File: src/rtl/charlie_pwm_scanner.sv
// charlie_pwm_scanner: double-buffered charlieplex PWM scanner with dead-time blanking between LEDs.
// Optional macro CHARLIE_SKIP_DARK_EN: dark LEDs take a single cycle instead of a full slot.
module charlie_pwm_scanner #(
    parameter int PINS        = 8,
    parameter int NUM_LEDS    = 56,
    parameter int PWM_BITS    = 4,
    parameter int DEAD_CYCLES = 2
) (
    input  logic                         clk,
    input  logic                         rst,
    input  logic                         enable,
    input  logic [NUM_LEDS*PWM_BITS-1:0] frame_in,
    input  logic                         frame_load,
    output logic [PINS-1:0]              pin_out,
    output logic [PINS-1:0]              pin_oe,
    output logic                         frame_done,
    output logic                         busy
);
`ifdef CHARLIE_SKIP_DARK_EN
    localparam bit SKIP_DARK = 1'b1;
`else
    localparam bit SKIP_DARK = 1'b0;
`endif
    localparam int LW = NUM_LEDS > 1 ? $clog2(NUM_LEDS) : 1;
    localparam int DW = DEAD_CYCLES > 1 ? $clog2(DEAD_CYCLES) : 1;
    localparam int CW = DW > PWM_BITS ? DW : PWM_BITS;
    localparam int FW = NUM_LEDS * PWM_BITS;
    localparam logic [CW-1:0] ON_LAST   = CW'(2**PWM_BITS - 2);
    localparam logic [CW-1:0] DEAD_LAST = CW'(DEAD_CYCLES - 1);
    localparam logic [LW-1:0] LED_LAST  = LW'(NUM_LEDS - 1);

    typedef enum logic [1:0] {IDLE, DEAD, ON} state_t;

    state_t              state, state_n;
    logic [LW-1:0]       led_idx, led_n;
    logic [CW-1:0]       cnt, cnt_n;
    logic [FW-1:0]       active, pending;
    logic                pending_valid, swap, slot_end, lit;
    logic [PWM_BITS-1:0] bright;
    int                  a, r, c;

    assign bright   = active[int'(led_idx)*PWM_BITS +: PWM_BITS];
    assign slot_end = (state == ON && cnt == ON_LAST) || (SKIP_DARK && state == DEAD && bright == '0);
    assign busy     = state != IDLE;

    always_comb begin
        state_n    = state;
        led_n      = led_idx;
        cnt_n      = cnt;
        swap       = 1'b0;
        frame_done = enable && slot_end && led_idx == LED_LAST;
        if (state == IDLE) begin
            if (enable) begin
                state_n = DEAD;
                led_n   = '0;
                cnt_n   = '0;
                swap    = 1'b1;
            end
        end else if (!enable) begin
            state_n = IDLE;
            led_n   = '0;
            cnt_n   = '0;
        end else if (slot_end) begin
            state_n = DEAD;
            cnt_n   = '0;
            led_n   = led_idx == LED_LAST ? '0 : led_idx + LW'(1);
            swap    = led_idx == LED_LAST;
        end else if (state == DEAD && cnt == DEAD_LAST) begin
            state_n = ON;
            cnt_n   = '0;
        end else begin
            cnt_n = cnt + CW'(1);
        end
    end

    always_ff @(posedge clk) begin
        if (rst) begin
            state         <= IDLE;
            led_idx       <= '0;
            cnt           <= '0;
            active        <= '0;
            pending       <= '0;
            pending_valid <= 1'b0;
        end else begin
            state   <= state_n;
            led_idx <= led_n;
            cnt     <= cnt_n;
            if (frame_load)
                pending <= frame_in;
            // a load coinciding with a swap bypasses pending so the newest frame wins
            if (swap && frame_load)
                active <= frame_in;
            else if (swap && pending_valid)
                active <= pending;
            pending_valid <= swap ? 1'b0 : (frame_load | pending_valid);
        end
    end

    always_comb begin
        a       = int'(led_idx) / (PINS - 1);
        r       = int'(led_idx) % (PINS - 1);
        c       = r < a ? r : r + 1;
        lit     = state == ON && cnt < CW'(bright);
        pin_oe  = lit ? (PINS'(1) << a) | (PINS'(1) << c) : '0;
        pin_out = lit ? PINS'(1) << a : '0;
    end
endmodule

File: config.mk
export PLATFORM = sky130hd
export DESIGN_NAME = charlie_pwm_scanner
export DESIGN_NICKNAME = d
export VERILOG_FILES = /design/src/rtl/charlie_pwm_scanner.sv
export SDC_FILE = /design/constraint.sdc
export NUM_CORES = 1
export LEC_CHECK = 0
export CAP_MARGIN = 15
export CORE_MARGIN = 1
export CORE_UTILIZATION = 45
export DETAILED_ROUTE_END_ITERATION = 7
export GPL_ROUTABILITY_DRIVEN = 0
export PLACE_DENSITY_LB_ADDON = 0.05
export SLEW_MARGIN = 20
export SYNTH_ARGS = -nofsm -noshare
export SYNTH_HDL_FRONTEND = slang
export SYNTH_SLANG_ARGS = --single-unit
File: constraint.sdc
create_clock -name clk -period 12.2 [get_ports clk]
set_clock_uncertainty 0.15 [all_clocks]
set_input_delay 1.22 -clock clk [delete_from_list [all_inputs] [get_ports clk]]
set_output_delay 1.22 -clock clk [all_outputs]
set_load 0.01 [all_outputs]
* Yosys cells after proc, flatten, opt, wreduce, memory -nomap -nowiden
Cells that the tools add are included.
** Storage, ports and cells
- Memory bits (read-only) :: 0
- Latch bits :: 0
- Register bits :: 461
- Bits in writable memories :: 0
- Logic and storage cells :: 63
- Input bits :: 228
- Memories :: 0
** Cells by class
- Bitwise logic cells :: 2
- $mul :: 0
- Shifts and indexed selects :: 3
- Div/mod/pow operators :: 2
- Reduce and logical (&&, ||, !) cells :: 13
- Muxes and demuxes :: 24
- $lt $le $gt $ge :: 2
- Add/sub/neg operators :: 3
- Equal/unequal tests :: 8
** Operators with widths (number)
- $mux W224 :: 2
- $shiftx A224 B9 Y4 :: 1
- $shl A1 B32 Y8 const A :: 2
- $add A32 B2 Y32 const B :: 1
- $div A7 B4 Y32 const B :: 1
- $lt A32 B32 Y1 :: 1
- $mod A7 B4 Y32 const B :: 1
- $mux W32 :: 1
- $mux W6 :: 5
- $mux W4 :: 5
- $mux W8 :: 2
- $mux W2 :: 5
- $or A8 B8 Y8 :: 1
- $logic_and A1 B1 Y1 :: 7
- $add A6 B1 Y6 const B :: 1
- $eq A6 B6 Y1 const B :: 1
- $add A4 B1 Y4 const B :: 1
- $eq A4 B1 Y1 const B :: 1
- $eq A4 B4 Y1 const B :: 1
- $lt A4 B4 Y1 :: 1
- $mux W1 :: 4
- $ne A4 B1 Y1 const B :: 1
- $reduce_and A2 Y1 :: 2
- $reduce_bool A2 Y1 :: 2
- other kinds (7) :: 7

* Longest topological paths before layout
- Depth in word-level cells :: 8
- Gate-level depth with buffers :: 25
- Depth with buffers taken out :: 24

* Worst setup path before layout
OpenSTA, ideal clock, no wires.
- Path kind :: register to output
- From :: register led_idx[0]
- To :: output port pin_oe[2]
- Stages on the path, launching flop included :: 24
- Arrival time :: 5773 ps
- Setup slack :: 5057 ps
- Path through :: dfxtp_1 > buf_2 > buf_2 > clkbuf_1 > buf_2 > inv_1 > ha_1 > maj3_1 > a221oi_4 > xnor2_1 > ha_1 > o21ai_0 > mux2i_1 > nor2_2 > mux2_2 > ha_1 > nor2b_1 > o21ai_0 > nand2b_1 > a21oi_1 > a21oi_1 > nand3_1 > mux2_2 > o32ai_1
** Between the ends
- Word-level cells in the longest chain between the ends :: 6
- Elaborated cells between the ends (all ways) :: 12
- Those cells by class :: add/sub (1); div (2); order compare (2); shift (3); mux (2); bitwise (1); reduce/logical (1)
** RTL lines
- start: declaration :: line 35 : logic [LW-1:0] led_idx, led_n;
- start signal: assignment :: line 86 : led_idx <= led_n;
- $mod A7 B4 Y32 / $div A7 B4 Y32 (equally long branches) :: line 101, 100
- $add A32 B2 Y32 / $lt A32 B32 Y1 (equally long branches) :: line 102 : c = r < a ? r : r + 1;
- $mux W32 :: line 102
- $shl A1 B32 Y8 :: line 104 : pin_oe = lit ? (PINS'(1) << a) | (PINS'(1) << c) : '0;
- $or A8 B8 Y8 :: line 104
- $mux W8 * :: line 104
- end: declaration :: line 15 : output logic [PINS-1:0] pin_oe,
Mark *: on every way between the ends. The rest lies on a longest branch, timed or not.

* Worst setup path in the final report
- From :: register led_idx[3]
- To :: output port pin_oe[4]
The elaborated chain is that of the path after synthesis.

==> flow_summary.toml <==
[yosys]
syn-cell-area_mm2 = 0.0188
ys_types = 61
ys.flop_type = "dfxtp_1"
synth_area_per_cell_um2 = 10.1
synthCells = 1871
synth_fp_nets = 2116
synthArstFlopShare_pct = 0
yosysSeqAreaShare_pct = 49.0
ys_warn_count = 0
synth_edf_count = 0
ys_ff_latch = 461

[critical_path]
crit_type = "register to primary output"
r2r-start = "led_idx[0]"
cp-end-kind = "primary output"
critical_path.top_delay_family = "compound AO/OA/AOI/OAI gates"
crit_fanout = 17
cp.arrival_ns = 7.43
cp_num_buf_inv = 2
worstPathRequired_ns = 10.83
r2r_slack_ns = 7.73
cp_num_cells = 25
crit_path_start_kind = "register"
r2r_end = "active[20]"
cp_common_cell = "ha_1"
reg2reg_depth = 10
max_stage_delay_ns = 0.69
cp_slowest_cell = "dfxtp_1"

[layout]
drive_gt1_share_pct = 9.06
area_growth_pct = 23.1
final_cell_area_mm2 = 0.0232
layout.nets = 2271
seq_area_mm2 = 0.00924
fillCellCount = 3644
mostFrequentLayoutCells = "458 x dfxtp_1, 454 x nor2_1, 243 x clkdlybuf4s50_1, 236 x mux2i_1, 195 x a211oi_1"
multi_input_area_mm2 = 0.00893
final_common_cell = "dfxtp_1"

[clocking]
clock_insertion_delay_worst_skew_ns = 0.58
cts_hold_buf = 0
cts-buffers-inserted = 48
cts_buffer_depth = 3
post_cts_buffers = 0
h-tree-depth = 2
cts_tree = "built"
cts_root_buf = "clkbuf_16"
clk_pin_slew_worst_paths_ns = 0.06
clock_sinks = 461
cts_resized = 0

[pwr]
clkPwrFrac_pct = 42.2
combPwrFrac_pct = 10.5
internal_power_mw = 2.64
seqPwrFrac_pct = 47.3
power_mw = 3.47
p_per_area_mw_per_mm2 = 150
p_switching_uw = 831
ir_worst_vdd_uv = 99.6
leakage_nw = 8.96
p_sw_share_pct = 23.9

[global_routing]
grt_max_degree = 297
grtUsageTotal_pct = 22.3
antenna_found_initial = 1
overflow = 0
first_global_vias = 13600
grt_pass1_wl_um = 74200

[timing]
max_freq_mhz = 114
tightest_slew_ns = 1.08
final-setup-viol-count = 0
maxSlewViolCount = 0
relSlewSlack_pct = 28.1
fin_crit_ns = 8.80
setup_tns_ns = 0
hold_ws_ns = 0.300
rsz0062_at_grt = "no"
finalCritPeriodShare_pct = 72.2
hold_viol = 0

[worst_hold_path]
min_path_type = "register to register"
min-delay-start = "active[187]"
holdPathEnd = "active[187]"
hold_depth = 2

[drt]
drtIter0Drc = 801
wire_per_inst_um = 18.3
viasPerCell = 5.41
drt_pre_antenna_iters = 7
postRouteAntennaNets = 0
wl_um = 47500
num_vias = 14100
drc = 10

[run_status]
status = "complete, but fails checks"
failed_checks = "DRC"

[floorplan]
fp.dieW_um = 207
dieHeight_um = 207
std_cell_rows = 74
io_pins = 246
core_mm2 = 0.0410
floorplan.initialDensity_pct = 45.9
die-area_mm2 = 0.0427

[placed_design]
postPlaceCellArea_mm2 = 0.0215
dp_hpwl_um = 31500
io_buffers = 245

[job]
drv_cap = 0
## how the worst max path moves through the flow
stage / from / endpoint / slack, ns
floorplan: led_idx[0] / pin_oe[2] / 5.06
global placement: led_idx[3] / pin_oe[5] / 4.38
detailed placement: led_idx[3] / pin_oe[4] / 4.13
CTS: led_idx[3] / pin_oe[4] / 3.44
global route: led_idx[3] / pin_oe[1] / 2.77
finish: led_idx[3] / pin_oe[4] / 3.40
## final cells by class
class,instances,share of cell area (%)
sequential,461,39.9
antenna,1,0.0108
clock inverter,19,0.680
timing repair buffer,264,11.6
tap,532,2.87
clock buffer,70,6.20
multi-input combinational,1233,38.5
inverter,18,0.292
## layer usage
layer  wire, µm  GRT usage (%)
met2      22000           36.2
met1      22300           30.3
met4       1110           7.59
met5          0              0
met3       2050           3.27
## flip-flops by register name, indices dropped and copies added, names as in the netlist
signal         cells
active           224
cnt                4
led_idx            6
pending          224
pending_valid      1
state              2
## cells by family after synthesis
logic type	synth area share (%)
AOI/OAI and AO/OA	13.3
buffers and inverters	3.62
DFF	49.0
and+or+nand+nor	12.0
adders and majority gates	1.30
xor gates and xnor gates	0.140
muxes	20.6
## stage by stage
| step | setup WS (ns) | util [%] | cells |
|---|---|---|---|
| floorplan | 5.06 | - | 1871 |
| global placement | 4.38 | 52.4 | 2505 |
| detailed placement | 4.13 | 52.5 | 2507 |
| CTS | 3.44 | 56.4 | 2596 |
| global route | 2.77 | 56.5 | 2598 |
| finish | 3.40 | 56.5 | 2598 |
## cells in the mapped netlist (2+ instances only)
cell,instances,area [µm²]
dfxtp_1,461,9230
nor2_1,456,1710
mux2i_1,236,2360
a211oi_1,195,1460
clkbuf_1,117,439
mux4_2,64,1440
a21oi_1,53,265
nand2_1,52,195
buf_1,33,124
o221ai_1,32,280
inv_1,18,67.6
ha_1,17,213
o21ai_0,12,60.1
buf_2,8,40.0
nand3_1,8,40.0
nor3_1,7,35.0
o32ai_1,7,61.3
nand2b_1,6,37.5
nor2b_1,6,37.5
a22oi_1,5,37.5
a31oi_1,5,31.3
mux2_2,5,56.3
o211ai_1,5,37.5
and3_1,4,25.0
nor3b_1,4,30.0
a21o_1,3,22.5
nand4_1,3,18.8
nand4b_1,3,26.3
o22ai_1,3,18.8
or3_1,3,18.8
xnor2_1,3,26.3
a2111oi_0,2,17.5
a311oi_1,2,17.5
and2_1,2,12.5
maj3_1,2,20.0
o211a_1,2,20.0
o21a_1,2,15.0
or2_2,2,12.5
## power groups by stage
stage / combinational [mW] / sequential [mW] / clock [mW]
3_3_place_gp: 0.360 / 1.67 / 0
2_1_floorplan: 0.226 / 1.66 / 0
4_1_cts: 0.369 / 1.64 / 1.49
6_report: 0.365 / 1.64 / 1.46
5_1_grt: 0.401 / 1.65 / 1.56
3_5_place_dp: 0.367 / 1.68 / 0
## worst min-delay path, cell delays in order (launching register included)
cell and delay, ns:
dfxtp_1 0.31, nand2_1 0.05, a21oi_1 0.05
(Power assumes the default switching activity.)
